$ cat src/rtl/mem_arbiter.sv
// Shared SRAM port arbiter: loader > DMA > CPU, with a CPU anti-starvation guard
// and a stuck-access timeout. One held mem_req transaction is in flight at a time.
module mem_arbiter #(
  parameter int AW      = 25,
  parameter int TIMEOUT = 63,
  parameter int STARVE  = 4
) (
  input  logic          clk_sys,
  input  logic          reset_n,
  input  logic          ld_req,
  input  logic [AW-1:0] ld_addr,
  input  logic [7:0]    ld_din,
  output logic          ld_ack,
  input  logic          dma_req,
  input  logic [AW-1:0] dma_addr,
  output logic          dma_ack,
  input  logic          cpu_req,
  input  logic          cpu_we,
  input  logic [AW-1:0] cpu_addr,
  input  logic [7:0]    cpu_din,
  output logic          cpu_ack,
  output logic [7:0]    rdata,
  output logic [1:0]    grant,
  output logic          timeout_err,
  output logic          mem_req,
  output logic          mem_we,
  output logic [AW-1:0] mem_addr,
  output logic [7:0]    mem_din,
  input  logic          mem_ack,
  input  logic [7:0]    mem_dout
);

  localparam int TW = $clog2(TIMEOUT + 1);
  localparam int SW = $clog2(STARVE + 1);

  localparam logic [1:0] G_NONE = 2'b00;
  localparam logic [1:0] G_CPU  = 2'b01;
  localparam logic [1:0] G_DMA  = 2'b10;
  localparam logic [1:0] G_LD   = 2'b11;

  typedef enum logic [1:0] {IDLE, ACCESS, DONE} state_t;

  state_t        state_q;
  logic [1:0]    grant_q;
  logic          mem_req_q, mem_we_q;
  logic [AW-1:0] mem_addr_q;
  logic [7:0]    mem_din_q;
  logic [7:0]    rdata_q;
  logic          ld_ack_q, dma_ack_q, cpu_ack_q;
  logic          timeout_err_q;
  logic [TW-1:0] tcnt_q;
  logic [TW-1:0] tcnt_inc;
  logic [SW-1:0] starve_q;
  logic          starved;
  logic [1:0]    win;

  assign starved  = (starve_q == SW'(STARVE));
  assign tcnt_inc = tcnt_q + 1'b1;

  // The CPU jumps ahead of the DMA only once the guard has saturated.
  always_comb begin
    win = G_NONE;
    if (ld_req)                  win = G_LD;
    else if (cpu_req && starved) win = G_CPU;
    else if (dma_req)            win = G_DMA;
    else if (cpu_req)            win = G_CPU;
  end

  always_ff @(posedge clk_sys) begin
    if (!reset_n) begin
      state_q       <= IDLE;
      grant_q       <= G_NONE;
      mem_req_q     <= 1'b0;
      mem_we_q      <= 1'b0;
      mem_addr_q    <= '0;
      mem_din_q     <= 8'h00;
      rdata_q       <= 8'h00;
      ld_ack_q      <= 1'b0;
      dma_ack_q     <= 1'b0;
      cpu_ack_q     <= 1'b0;
      timeout_err_q <= 1'b0;
      tcnt_q        <= '0;
      starve_q      <= '0;
    end else begin
      ld_ack_q  <= 1'b0;
      dma_ack_q <= 1'b0;
      cpu_ack_q <= 1'b0;
      case (state_q)
        IDLE: begin
          if (!cpu_req) starve_q <= '0;
          if (win != G_NONE) begin
            grant_q   <= win;
            mem_req_q <= 1'b1;
            tcnt_q    <= '0;
            state_q   <= ACCESS;
            case (win)
              G_LD: begin
                mem_addr_q <= ld_addr;
                mem_we_q   <= 1'b1;
                mem_din_q  <= ld_din;
              end
              G_DMA: begin
                mem_addr_q <= dma_addr;
                mem_we_q   <= 1'b0;
                mem_din_q  <= 8'h00;
              end
              default: begin
                mem_addr_q <= cpu_addr;
                mem_we_q   <= cpu_we;
                mem_din_q  <= cpu_din;
              end
            endcase
            if (win == G_CPU)
              starve_q <= '0;
            else if (win == G_DMA && cpu_req && !starved)
              starve_q <= starve_q + 1'b1;
          end
        end
        ACCESS: begin
          // A real ack on the terminal cycle takes precedence over the abort.
          if (mem_ack || tcnt_inc == TW'(TIMEOUT)) begin
            mem_req_q <= 1'b0;
            state_q   <= DONE;
            ld_ack_q  <= (grant_q == G_LD);
            dma_ack_q <= (grant_q == G_DMA);
            cpu_ack_q <= (grant_q == G_CPU);
            if (mem_ack) begin
              if (!mem_we_q) rdata_q <= mem_dout;
            end else begin
              rdata_q       <= 8'hFF;
              timeout_err_q <= 1'b1;
            end
          end else begin
            tcnt_q <= tcnt_inc;
          end
        end
        DONE: begin
          grant_q <= G_NONE;
          state_q <= IDLE;
        end
        default: state_q <= IDLE;
      endcase
    end
  end

  assign ld_ack      = ld_ack_q;
  assign dma_ack     = dma_ack_q;
  assign cpu_ack     = cpu_ack_q;
  assign rdata       = rdata_q;
  assign grant       = grant_q;
  assign timeout_err = timeout_err_q;
  assign mem_req     = mem_req_q;
  assign mem_we      = mem_we_q;
  assign mem_addr    = mem_addr_q;
  assign mem_din     = mem_din_q;

endmodule

$ cat config.mk
export PLATFORM = sky130hd
export DESIGN_NAME = mem_arbiter
export DESIGN_NICKNAME = d
export VERILOG_FILES = /design/src/rtl/mem_arbiter.sv
export SDC_FILE = /design/constraint.sdc
export NUM_CORES = 1
export LEC_CHECK = 0
export ABC_CLOCK_PERIOD_IN_PS = 3600
export CAP_MARGIN = 25
export CORE_ASPECT_RATIO = 1.75
export CORE_MARGIN = 3
export CORE_UTILIZATION = 43
export DETAILED_ROUTE_END_ITERATION = 10
export GPL_TIMING_DRIVEN = 0
export PLACE_DENSITY = 0.86
export SLEW_MARGIN = 20
export SYNTH_ARGS = -nofsm -noshare
export SYNTH_HDL_FRONTEND = slang
export SYNTH_SLANG_ARGS = --single-unit
export TNS_END_PERCENT = 100
$ cat constraint.sdc
create_clock -name clk_sys -period 3.6 [get_ports clk_sys]
set_input_delay 0.72 -clock clk_sys [delete_from_list [all_inputs] [get_ports clk_sys]]
set_output_delay 0.72 -clock clk_sys [all_outputs]
set_load 0.005 [all_outputs]
---- Word level (Yosys, flattened, before mapping) ----
Cells that the tools add are included.
storage, ports and cells
  register bits after elaboration ......... 60
  input bits .............................. 106
  output and inout port bits .............. 49
  word-level logic and storage cells ...... 71
operators by class
  add/subtract/negate cells ............... 2
  eq/ne operators ......................... 14
  muxes and demuxes ....................... 24
  bitwise operators ....................... 1
  reductions and logical operators ........ 17
operators by type and width
  kind                   number
  $pmux W25 S2           1
  $mux W8                2
  $pmux W8 S2            1
  $reduce_and A3 Y1      5
  $mux W2                6
  $mux W3                4
  $mux W6                2
  $pmux W6 S2            1
  $eq A2 B2 Y1 const B   5
  $ne A2 B2 Y1 const B   4
  $pmux W2 S2            2
  $add A6 B1 Y6 const B  1
  $eq A2 B1 Y1 const B   3
  $eq A6 B6 Y1 const B   1
  $reduce_and A2 Y1      3
  $reduce_bool A2 Y1     3
  $pmux W1 S2            2
  $add A3 B1 Y3 const B  1
  $eq A3 B3 Y1 const B   1
  $logic_and A1 B1 Y1    3
  $mux W1                3
  $logic_not A2 Y1       1
  $logic_not A1 Y1       1
  $logic_or A1 B1 Y1     1
  $not A1 Y1             1

---- Longest topological paths before layout ----
  depth after elaboration ................. 10
  depth in mapped cells ................... 8
  depth with buffers taken out ............ 6

---- Least setup slack after synthesis ----
OpenSTA, ideal clock, no wires.
  path type ............................... input -> register
  start ................................... input port ld_req
  end ..................................... register mem_addr_q[11] (netlist: mem_addr[11])
  library setup time ...................... 0.128 ns
  arrival ................................. 1.792 ns
  data required time ...................... 3.472 ns
  slack ................................... 1.680 ns
  stages .................................. 5
  buffers on the path ..................... 2
  cells stage by stage .................... buf_2 -> buf_1 -> mux2_2 -> mux2i_1 -> o21ai_0
between the ends
  cells in the longest elaborated chain, start to end .. 3
  elaborated cells on any way between the ends .. 6
  those cells by class .................... eq/ne: 2; mux: 2; reduce/logical: 2
ends and longest elaborated chain
  element                                                    RTL line  RTL
  from (decl)                                                10        input logic ld_req,
  $mux W2 *                                                  63        if (ld_req) win = G_LD;
  $eq A2 B2 Y1 / $reduce_bool A2 Y1 (equally long branches)  96, 91
  $pmux W25 S2 / $reduce_and A2 Y1 (equally long branches)   -
  to (signal assigned)                                       98        mem_addr_q <= ld_addr;
  to (signal assigned)                                       103       mem_addr_q <= dma_addr;
  to (signal assigned)                                       108       mem_addr_q <= cpu_addr;
  to (decl)                                                  46        logic [AW-1:0] mem_addr_q;
Every way passes the cells marked *; elsewhere a longest branch is shown, timed or not.
A chain may end at the register's enable or synchronous reset.

---- Final worst setup path ----
  start ................................... input port ld_req
  end ..................................... register mem_we_q (netlist: mem_we)
between the ends
  cells in the longest elaborated chain, start to end .. 3
  elaborated cells on any way between the ends .. 6
  those cells by class .................... eq/ne: 2; mux: 2; reduce/logical: 2
ends and longest elaborated chain
  element                                                    RTL line  RTL
  $mux W2 *                                                  63
  $eq A2 B2 Y1 / $reduce_bool A2 Y1 (equally long branches)  96, 91
  $pmux W1 S2 / $reduce_and A2 Y1 (equally long branches)    -
  to (signal assigned)                                       109       mem_we_q <= cpu_we;
  to (decl)                                                  45        logic mem_req_q, mem_we_q;
Marks and branches as above.

==> run summary <==
status: finished, final reports clean
top cells by area, synth: dfxtp_1, mux2_2, mux2i_1, o21ai_0, nand3_1
DR DRC count: 0
WP data arrival: 2.74 ns
initial core utilization: 44.5%
Commonest cells post-synth: dfxtp_1, o21ai_0, nand3_1
Detailed Routing Iterations Pass 1: 4
initial antenna violation count: 0
combinational share of power: 21.4%
P_int: 1.60 mW
layout cell share with drive strength beyond 1: 11.2%
Vert. Die Dim: 117 um
CP Max Fanout: 10
worst r2r path cells: 8
total CTS buffers: 9
first-pass GRT wire length: 16300 um
Clock Tree Root: clkbuf_16
Reg-to-Reg Start: starve_q[0]
IO Count: 155
Hold Crit Class: reg2reg
EDFF count, synth: 0
# resized after CTS: 0
Post-CTS Setup Inserts: 0
asr flop ratio synth: 0%
area delta synth->final: 64.7%
Max stage delay on crit path: 0.52 ns
Leakage: 1.91 nW
Netlist cell types: 41
worst-skew pair later-pin latency: 0.33 ns
top-area cell type share of the netlist area: 39.4%
total power: 2.14 mW
worst clock skew: 0.00650 ns
HPWL Detailed: 7670 um
Seq pwr share: 35.3%
Total Wirelength: 9920 um
All-Layer GR Usage: 24.6%
most common cell in the synthesized netlist: dfxtp_1
CP cell instances: clkdlybuf4s50_1 -> buf_2 -> buf_1 -> clkbuf_1 -> o211ai_1 -> a21oi_1
Yosys reg bits: 60
Max H-tree Level: 3
Synth Instances: 339
Hold-fix buffers, CTS: 0
Multi-input gate area: 0.00169 mm^2
Setup crit end: mem_we
Top FF cell, synth: dfxtp_1
Final Cycle Share: 69.1%
FILL cells: 479
Switch Pwr: 540 uW
pwr dens: 426 mW/mm^2
Post-Syn Area: 0.00305 mm^2
Final Core Density: 73.2%
Yosys warnings: 0
Fmax achieved: 0.402 GHz
RSZ-0062 raised after global routing: no
Yosys top cell by area: dfxtp_1
Via-to-Cell Ratio: 5.60
Syn Area/Cell: 8.99 um^2
sequential area share after synthesis: 39.4%
DR iter-0 viols: 175
clock sink count: 60
final net count: 614
placer congestion estimate: 0.898
die area: 0.00818 mm^2
largest net degree at the start of global routing: 13
register-to-register setup slack: 1.68 ns
Worst VDD drop: 0.286 mV
Die X: 69.7 um
antenna diode count: 0
Core Area: 0.00686 mm^2
final global-route overflow total: 0
Slew HR: 57.7%
post-route minimum period: 2.49 ns
TNS Setup: 0 ns
register area: 0.00120 mm^2
max cap viols: 0
Mapped Nets: 449
startpoint class of the critical path: input port
number of global-route vias before repair: 3403
vias post-DR: 3321
register clock-pin slew on the reported worst setup and hold paths: 0.05 ns
crit path launch: ld_req
Setup CP Type: in2reg
clock buffer depth: 2
Min Hold Slack: 0.469 ns
Detail Route Antenna Nets: 0
slowest library cell on the worst path: clkdlybuf4s50_1
crit end category: flip-flop
floorplan row count: 40
Sw Share: 25.2%
CP required: 3.85 ns
Worst Tran Pin Value: 0.632 ns
pins over their slew limit: 0
Setup-failing EPs final: 0
PortBufs: 154
Clock Power Share: 43.4%
Routed wire per std cell: 16.7 um
CTS tree: done
Final Hold Viols: 0
reg-to-reg endpoint: mem_addr[2]
## per-stage QoR
step,cells,worst slack [ns],cell area [um^2]
4_1_cts,593,1.14,5020
2_1_floorplan,339,1.68,3050
5_1_grt,593,0.957,5020
3_3_place_gp,577,0.854,4700
3_5_place_dp,577,0.807,4700
6_report,593,1.11,5020
## power groups by stage
stage                     registers [mW]  logic, mW  clock network (mW)
after floorplan                    0.769      0.176                   0
after global placement             0.764      0.448                   0
after detailed placement           0.767      0.455                   0
after CTS                          0.754      0.459               0.937
after global routing               0.761      0.496               0.970
final                              0.755      0.458               0.928
## routing by layer
metal	track usage, %	up-vias	share of wire [%]
met5	0	-	0
met4	9.95	0	2.4
met3	10.4	17	10
met2	44.9	167	54
met1	24.0	1550	34
li1	-	1587	-
## placed cells by master, fill, tap and decap left out, drive strengths merged, types with 4 or more instances in the layout
| cell type | instances |
|---|---|
| a21oi | 20 |
| a221oi | 10 |
| and2 | 4 |
| buf | 12 |
| clkbuf | 25 |
| clkdlybuf4s50 | 154 |
| clkinv | 4 |
| dfxtp | 60 |
| ha | 4 |
| inv | 8 |
| mux2 | 23 |
| mux2i | 23 |
| nand2 | 16 |
| nand3 | 28 |
| nor2 | 23 |
| nor2b | 4 |
| o2111ai | 7 |
| o211ai | 7 |
| o21ai | 39 |
| o221ai | 9 |
## sequential cells by signal, summed over array words and instances (netlist names)
| signal | count |
|---|---|
| ld_ack | 1 |
| mem_we | 1 |
| tcnt_q | 6 |
| mem_req | 1 |
| grant | 2 |
| state_q | 2 |
| starve_q | 3 |
| cpu_ack | 1 |
| timeout_err | 1 |
| rdata | 8 |
| dma_ack | 1 |
| mem_addr | 25 |
| mem_din | 8 |
## worst min path at each step
stage                       startpoint            to  cells past startpoint
after detailed placement  mem_addr[21]  mem_addr[21]                      2
final                      mem_addr[1]   mem_addr[1]                      2
after global routing      mem_addr[12]  mem_addr[12]                      2
after CTS                  mem_addr[1]   mem_addr[1]                      2
after floorplan            timeout_err   timeout_err                      2
after global placement     mem_addr[1]   mem_addr[1]                      2
## kinds of logic (layout without fill, tap and decap cells)
kind of cell    after synthesis  in the layout  share of synthesized area (%)
buf+inv                      35            205                           5.09
compound gates              105            105                           23.4
flops                        60             60                           39.4
mux                          46             46                           16.0
xor+xnor                      3              3                          0.862
simple gates                 86             86                           13.5
fa+ha+maj                     4              4                           1.64
## critical path: cells and delay by family
family	cells	cell delay [ns]
AO/OA/AOI/OAI	2	0.33
buffers and inverters	4	1.68
## area by class of cell
cell class	count	share of cell area (%)
Multi-Input combinational cell	244	33.7
Sequential cell	60	23.9
Buffer	28	2.57
Tap cell	84	2.09
Inverter	7	0.523
Timing Repair Buffer	154	30.7
Clock buffer	9	4.49
Clock inverter	7	1.99
(Power assumes the default switching activity.)
